## src/rtl/audio_pkg.sv

```systemverilog
// rtl/audio_pkg.sv - shared constants and FSM encoding for the audio playback controller
package audio_pkg;

   localparam int ADDR_W_DEF = 24;
   localparam logic [7:0] SILENCE = 8'h80;

   typedef enum logic [1:0] {
      ST_IDLE      = 2'd0,
      ST_WAIT_TICK = 2'd1,
      ST_FETCH     = 2'd2,
      ST_DRAIN     = 2'd3
   } state_e;

endpackage

```

## src/rtl/sample_rate_tick.sv

```systemverilog
// rtl/sample_rate_tick.sv - enabled clock divider producing a one-cycle sample tick
module sample_rate_tick #(
   parameter int DIV = 12500
) (
   input  logic clk,
   input  logic rst_n,
   input  logic en_i,
   input  logic clr_i,
   output logic tick_o
);

   localparam int CNT_W = (DIV > 1) ? $clog2(DIV) : 1;
   localparam logic [CNT_W-1:0] LAST = CNT_W'(DIV - 1);

   logic [CNT_W-1:0] cnt_q;
   logic [CNT_W-1:0] cnt_d;
   logic             at_last;

   assign at_last = (cnt_q == LAST);
   assign tick_o  = en_i && at_last;

   // Count 0..DIV-1 while enabled; clear wins over counting.
   always_comb begin
      cnt_d = cnt_q;
      if (clr_i) begin
         cnt_d = '0;
      end else if (en_i) begin
         cnt_d = at_last ? '0 : cnt_q + CNT_W'(1);
      end
   end

   // Counter register.
   always_ff @(posedge clk or negedge rst_n) begin
      if (!rst_n) begin
         cnt_q <= '0;
      end else begin
         cnt_q <= cnt_d;
      end
   end

endmodule

```

## src/rtl/audio_playback_controller.sv

```systemverilog
// rtl/audio_playback_controller.sv - paces flash byte reads into an 8-bit PWM sample stream
module audio_playback_controller
   import audio_pkg::*;
#(
   parameter int SAMPLE_DIV = 12500,
   parameter int ADDR_W     = ADDR_W_DEF
) (
   input  logic              clk,
   input  logic              rst_n,
   input  logic              play,
   input  logic              stop,
   input  logic              pause,
   input  logic              loop_en,
   input  logic [ADDR_W-1:0] start_addr,
   input  logic [ADDR_W-1:0] end_addr,
   output logic              rd_req,
   output logic [ADDR_W-1:0] rd_addr,
   input  logic              rd_done,
   input  logic [7:0]        rd_data,
   output logic [7:0]        sample,
   output logic              sample_valid,
   output logic              busy,
   output logic              done,
   output logic              underrun
);

   state_e            state_q, state_d;
   logic [ADDR_W-1:0] addr_q, addr_d;
   logic [ADDR_W-1:0] start_q, start_d;
   logic [ADDR_W-1:0] end_q, end_d;
   logic [ADDR_W-1:0] rd_addr_q, rd_addr_d;
   logic              rd_req_q, rd_req_d;
   logic [7:0]        sample_q, sample_d;
   logic              sample_valid_q, sample_valid_d;
   logic              done_q, done_d;
   logic              underrun_q, underrun_d;
   logic              tick;

   assign busy         = (state_q != ST_IDLE);
   assign rd_req       = rd_req_q;
   assign rd_addr      = rd_addr_q;
   assign sample       = sample_q;
   assign sample_valid = sample_valid_q;
   assign done         = done_q;
   assign underrun     = underrun_q;

   // Idle holds the divider at zero so every accepted play starts a fresh sample period.
   sample_rate_tick #(
      .DIV (SAMPLE_DIV)
   ) u_tick (
      .clk    (clk),
      .rst_n  (rst_n),
      .en_i   (busy && !pause),
      .clr_i  (state_q == ST_IDLE),
      .tick_o (tick)
   );

   // Next-state and output decisions; stop always outranks play, tick and rd_done.
   always_comb begin
      state_d        = state_q;
      addr_d         = addr_q;
      start_d        = start_q;
      end_d          = end_q;
      rd_addr_d      = rd_addr_q;
      rd_req_d       = rd_req_q;
      sample_d       = sample_q;
      sample_valid_d = 1'b0;
      done_d         = 1'b0;
      underrun_d     = underrun_q;
      case (state_q)
         ST_IDLE: begin
            if (play && !stop && (end_addr >= start_addr)) begin
               start_d    = start_addr;
               end_d      = end_addr;
               addr_d     = start_addr;
               underrun_d = 1'b0;
               state_d    = ST_WAIT_TICK;
            end
         end
         ST_WAIT_TICK: begin
            if (stop) begin
               sample_d = SILENCE;
               state_d  = ST_IDLE;
            end else if (tick) begin
               rd_req_d  = 1'b1;
               rd_addr_d = addr_q;
               state_d   = ST_FETCH;
            end
         end
         ST_FETCH: begin
            // A tick here is lost, not queued; the next fetch waits for the following tick.
            if (tick) begin
               underrun_d = 1'b1;
            end
            if (stop) begin
               if (rd_done) begin
                  rd_req_d = 1'b0;
                  sample_d = SILENCE;
                  state_d  = ST_IDLE;
               end else begin
                  state_d = ST_DRAIN;
               end
            end else if (rd_done) begin
               rd_req_d       = 1'b0;
               sample_d       = rd_data;
               sample_valid_d = 1'b1;
               // Compare before incrementing so an all-ones end address never wraps.
               if (addr_q != end_q) begin
                  addr_d  = addr_q + ADDR_W'(1);
                  state_d = ST_WAIT_TICK;
               end else if (loop_en) begin
                  addr_d  = start_q;
                  state_d = ST_WAIT_TICK;
               end else begin
                  sample_d = SILENCE;
                  done_d   = 1'b1;
                  state_d  = ST_IDLE;
               end
            end
         end
         ST_DRAIN: begin
            // Keep the request up until the reader answers, then drop its data.
            if (rd_done) begin
               rd_req_d = 1'b0;
               sample_d = SILENCE;
               state_d  = ST_IDLE;
            end
         end
         default: begin
            state_d = ST_IDLE;
         end
      endcase
   end

   // State and output registers.
   always_ff @(posedge clk or negedge rst_n) begin
      if (!rst_n) begin
         state_q        <= ST_IDLE;
         addr_q         <= '0;
         start_q        <= '0;
         end_q          <= '0;
         rd_addr_q      <= '0;
         rd_req_q       <= 1'b0;
         sample_q       <= SILENCE;
         sample_valid_q <= 1'b0;
         done_q         <= 1'b0;
         underrun_q     <= 1'b0;
      end else begin
         state_q        <= state_d;
         addr_q         <= addr_d;
         start_q        <= start_d;
         end_q          <= end_d;
         rd_addr_q      <= rd_addr_d;
         rd_req_q       <= rd_req_d;
         sample_q       <= sample_d;
         sample_valid_q <= sample_valid_d;
         done_q         <= done_d;
         underrun_q     <= underrun_d;
      end
   end

endmodule
```

## config.mk

```make
export PLATFORM = sky130hd
export DESIGN_NAME = audio_playback_controller
export DESIGN_NICKNAME = d
export VERILOG_FILES = /design/src/rtl/audio_pkg.sv /design/src/rtl/sample_rate_tick.sv /design/src/rtl/audio_playback_controller.sv
export SDC_FILE = /design/constraint.sdc
export NUM_CORES = 1
export LEC_CHECK = 0
export ABC_CLOCK_PERIOD_IN_PS = 3100
export CORE_UTILIZATION = 40
export DETAILED_ROUTE_END_ITERATION = 10
export PLACE_DENSITY_LB_ADDON = 0.12
export REMOVE_ABC_BUFFERS = 1
export SETUP_SLACK_MARGIN = 0.5
export SYNTH_ARGS = -nofsm -noshare
export SYNTH_HDL_FRONTEND = slang
export SYNTH_HIERARCHICAL = 1
export SYNTH_SLANG_ARGS = --single-unit
```

## constraint.sdc

```tcl
create_clock -name clk -period 3.1 [get_ports clk]
set_clock_uncertainty 0.1 [all_clocks]
set_input_delay 0.465 -clock clk [delete_from_list [all_inputs] [get_ports clk]]
set_output_delay 0.465 -clock clk [all_outputs]
set_load 0.02 [all_outputs]
```

======== Word level (Yosys, flattened, before mapping) ========
Index checks and enable logic that the tools add are counted.
word-level totals
  flip-flop bits (word level) ............. 124
  input bits .............................. 63
  word-level logic and storage cells ...... 92
  output and inout bits ................... 37
operators by class
  reductions and logical operators ........ 20
  multiplexer cells ....................... 40
  equal/unequal tests ..................... 17
  $add $sub $neg .......................... 2
  bitwise operators ....................... 1
  order comparisons ....................... 1
operator list
  operator                                              number
  2-to-1 mux 24 bit                                     5
  2-to-1 mux 8 bit                                      6
  case mux 24 bit (2 select lines)                      1
  2-to-1 mux 14 bit                                     3
  adder 24 x 1 -> 24 bit (second input constant)        1
  greater-or-equal comparator 24 bit                    1
  inequality test 24 bit                                1
  case mux 8 bit (3 select lines)                       1
  inequality test 2 bit (second input constant)         8
  adder 14 x 1 -> 14 bit (second input constant)        1
  equality test 14 bit (second input constant)          1
  2-to-1 mux 1 bit                                      14
  2-to-1 mux 2 bit                                      7
  inequality test 3 bit (second input constant)         3
  AND reduction 3 bit                                   3
  case mux 2 bit (4 select lines)                       1
  AND reduction 4 bit                                   2
  nonzero test 2 bit                                    4
  AND reduction 5 bit                                   1
  equality test 2 bit (second input constant)           2
  logical AND 1 bit                                     4
  case mux 1 bit (2 select lines)                       2
  nonzero test 3 bit                                    1
  equality test 2 x 1 -> 1 bit (second input constant)  1
  other kinds (6)                                       7

======== Logic depth before layout (Yosys ltp) ========
  depth in word-level cells ............... 6
  gate-level depth with buffers ........... 11
  depth with buffers taken out ............ 9

======== Modules after synthesis ========
Netlist, hierarchy kept.
modules (own cells, without submodules)
  module                     cells an instance  times used  area an instance (sq um)  seq. area each (sq um)
  audio_playback_controller  567                1           6,033.3                   2,753.9
  sample_rate_tick           85                 1           807.0                     350.3

======== Least setup slack after synthesis ========
OpenSTA, ideal clock, no wires.
  kind .................................... input to register
  start ................................... in start_addr[9]
  end ..................................... reg end_q[10]
  required time ........................... 2,875 ps
  cell stages on the path ................. 9
  setup time .............................. 125 ps
  arrival ................................. 2,433 ps
  setup slack ............................. 442 ps
  buffers on the path ..................... 1
  path through ............................ inv_1 > ha_1 > a21o_1 > a221o_1 > a21oi_1 > o221ai_1 > o211ai_2 > buf_2 > mux2_2
on the way
  word-level cells in the longest chain between the ends .. 3
ends and longest elaborated chain
  element                               line                              RTL
  start, declared                       audio_playback_controller.sv:14   input logic [ADDR_W-1:0] start_addr,
  greater-or-equal comparator 24 bit    audio_playback_controller.sv:72   if (play && !stop && (end_addr >= start_addr)) begin
  logical AND 1 bit                     audio_playback_controller.sv:72
  AND reduction 2 bit (no source line)  n/a
  end signal, assigned                  audio_playback_controller.sv:152  end_q <= end_d;
  end, declared                         audio_playback_controller.sv:30   logic [ADDR_W-1:0] end_q, end_d;
Every way passes these cells.
A chain may end at the register's enable or synchronous reset.

======== Final worst setup path ========
  start ................................... in start_addr[10]
  end ..................................... reg end_q[1]
The elaborated chain is that of the path after synthesis.

==> results.md <==
- Status: complete, no violations
- DRC: 0
- Post-synth EDFFs: 0
- Part of the Yosys area used for sequential elements: 45.4%
- Sw Ratio: a little under a third
- IO Pins: 100
- Yosys top cell area share: around 45%
- Starting DRT DRC Count: approximately 370
- Hold Fails Final Rpt: 0
- Die area: around 0.018 mm2
- RSZ-0062 raised after global routing: true
- Nets: approximately 890
- Ant. Diodes: 0
- Ys async rst share: between 90% and 100%
- DIE WIDTH: approximately 130 um
- Clk pin slew, worst setup/hold paths: about 50 ps
- Most frequent cell after synthesis: dfrtp_1
- Layout cell share with drive strength beyond 1: about a third
- CTS tree: done
- Port-buffer cells: 99
- # setup viols final: 0
- Synth warnings: 6
- Initial antenna violation count: 0
- Fin crit period: ~2500 ps
- Crit path launch: start_addr[10]
- Synth area leader: dfrtp_1
- Most used DFF post-synth: dfrtp_1
- GP Congestion: about 0.84
- Final core occ: between 50% and 60%
- Crit Path Max Fanout: 6
- Number of max-cap violations: 0
- Initial Util: between 40 and 50%
- CTS max path bufs: 2
- FMAX: just under 400 MHz
- Gate Count Post-Synth: 652
- Clk_lat worst skew: approximately 420 ps
- TritonRoute pass-1 iters: 4
- TNS Setup: 0 ps
- Largest net degree at the start of global routing: 56
- Critical path class: primary input to flop
- Internal: 0.00368 W
- Actual slew at the worst max-slew pin: approximately 660 ps
- P_leak: between 4 and 5 nW
- Fin. max-slew vios: 0
- CTS sink cnt: approximately 120
- Clock Power Share: a little over a third
- Num CTS Buffers: 17
- Critical R2R Launch: addr_q[4]
- PwrDens: 556 mW/mm2
- Logic pwr share: 22.5%
- Startpoint types: primary input
- Area grow syn2layout: 38.3%
- P_sw: between 0.0015 and 0.002 W
- Placed wire-length estimate: 13100 um
- Hold path depth: 2
- Core area: 0.0166 mm2
- Crit path required time: between 3000 and 4000 ps
- Via count: about 5400
- Avg Cell Area, Syn: ~10 um2
- Root buffer cell: clkbuf_16
- End of the critical path: end_q[1]
- Worst Reg-to-Reg Cells: 9
- Vias/cell: ~5.2
- Arrival time worst endpoint: approximately 2800 ps
- Tot Pwr: 0.00526 W
- Crit end category: flop
- Wirelength per Cell: 18.0 um
- Remaining Overflow, GRT: 0
- WL final: 18600 um
- R2R Path End: addr_q[22]
- Global Route Usage Sum: a little under a quarter
- Post-DRT Antenna Nets: 0
- Synth top cells by count: dfrtp_1 (123), nand2_1 (71), mux2_2 (51)
- Post-synth cell types: between 60 and 70
- Synthesized area: 0.00684 mm2
- Die Y: approximately 130 um
- Hold Crit Class: primary input to flop
- Flop pwr share: about two fifths
- Slew margin rel.: around 56%
- CTS H-Tree Depth: 4
- Vias in the first global route: approximately 5700
- Synth area leaders: dfrtp_1 (45%), mux2_2 (8.4%), ha_1 (4.8%), xnor2_1 (4.2%), nand2_1 (3.9%)
- First-pass GRT wire length: slightly above 30000 um
- Synthesized flop and latch total: about 120
- FP Rows: 47
- Final worst-path cycle share: ~80%
- Peak VDD IR: approximately 0.44 mV
- Reg2reg setup slack: ~630 ps
-- cell families (layout without fill, tap and decap cells) --
family	after synthesis	after routing	share of synthesized area [%]
xor+xnor	48	48	6.15
mux	80	80	13.8
compound gates	116	116	11.4
buf+inv	73	236	4.76
fa+ha+maj	26	26	4.76
flops	124	124	45.4
simple gates	185	185	13.8
-- power by group through the flow --
stage	Combinational, W	Clock, W	Sequential, W
2_1_floorplan	0.000641	0	0.00213
3_3_place_gp	0.00103	0	0.00220
3_5_place_dp	0.00105	0	0.00221
4_1_cts	0.00111	0.00190	0.00218
5_1_grt	0.00130	0.00198	0.00225
6_report	0.00118	0.00187	0.00221
-- through the flow --
stage | setup WS, ps | hold WS [ps] | std cells | cell area [um2]
floorplan | -1320 | 69.4 | 615 | 6650
global placement | -256 | 345 | 989 | 8420
detailed placement | -268 | 360 | 989 | 8420
CTS | 501 | 319 | 1033 | 9330
global route | 485 | 232 | 1035 | 9460
finish | 552 | 233 | 1035 | 9460
-- worst min path at each step --
stage / from / to
after floorplan: rst_n / addr_q[0]
after global placement: sample[7] / sample[7]
after detailed placement: sample[7] / sample[7]
after CTS: end_addr[10] / end_q[10]
after global routing: end_addr[21] / end_q[21]
final: end_addr[20] / end_q[20]
-- state kept, by name (all words and copies together) (netlist names) --
register,flops
sample_valid,1
done,1
sample,8
rd_req,1
state_q,2
addr_q,24
u_tick/cnt_q,14
rd_addr,24
underrun,1
end_q,24
start_q,24
-- cells in the final DEF, fill, tap and decap left out, drive strengths merged, types with 9 or more instances in the layout --
cell,netlist,routed
dlygate4sd2,0,13
a31oi,9,9
nand3,22,22
xor2,15,15
a21oi,15,15
nand2,72,72
a22o,12,12
o221ai,10,10
nand4,18,18
mux2,67,67
clkdlybuf4s50,0,54
inv,36,36
xnor2,33,33
buf,21,73
ha,26,26
o21ai,47,47
mux2i,13,13
nor2,29,29
dfrtp,123,123
clkbuf,16,33
-- worst max-delay path, cell delays in order --
cell             delay [ps]
clkdlybuf4s15_1         180
inv_2                    50
ha_1                    290
and2_4                  160
a221o_1                 310
a21oi_2                 130
o221ai_1                120
buf_4                   160
o211ai_4                250
buf_6                   190
buf_12                  120
mux2_2                  330
-- metal layers --
layer | wire length [um] | GRT usage, % | up-vias
li1 | - | - | 2621
met1 | 8470 | 30.2 | 2646
met2 | 8920 | 37.1 | 130
met3 | 902 | 4.02 | 24
met4 | 303 | 7.92 | 0
met5 | 0 | 0 | -
-- layout make-up --
| type | instances | area, um2 |
|---|---|---|
| timing repair buffer | 168 | 1590 |
| inverter | 36 | 135 |
| clock buffer | 23 | 498 |
| fill | 1397 | 7180 |
| multi-input combinational | 455 | 3790 |
| tap | 220 | 275 |
| sequential | 124 | 3110 |
| clock inverter | 9 | 62.6 |
-- what timing repair did --
item	in CTS	in global routing
hold buffers	1	0
setup endpoints to repair	74	90
hold endpoints to repair	42	0
buffers inserted	9	2
pin swaps	26	23
gates cloned	2	0
gates resized for setup	119	62
(Power assumes the default switching activity.)
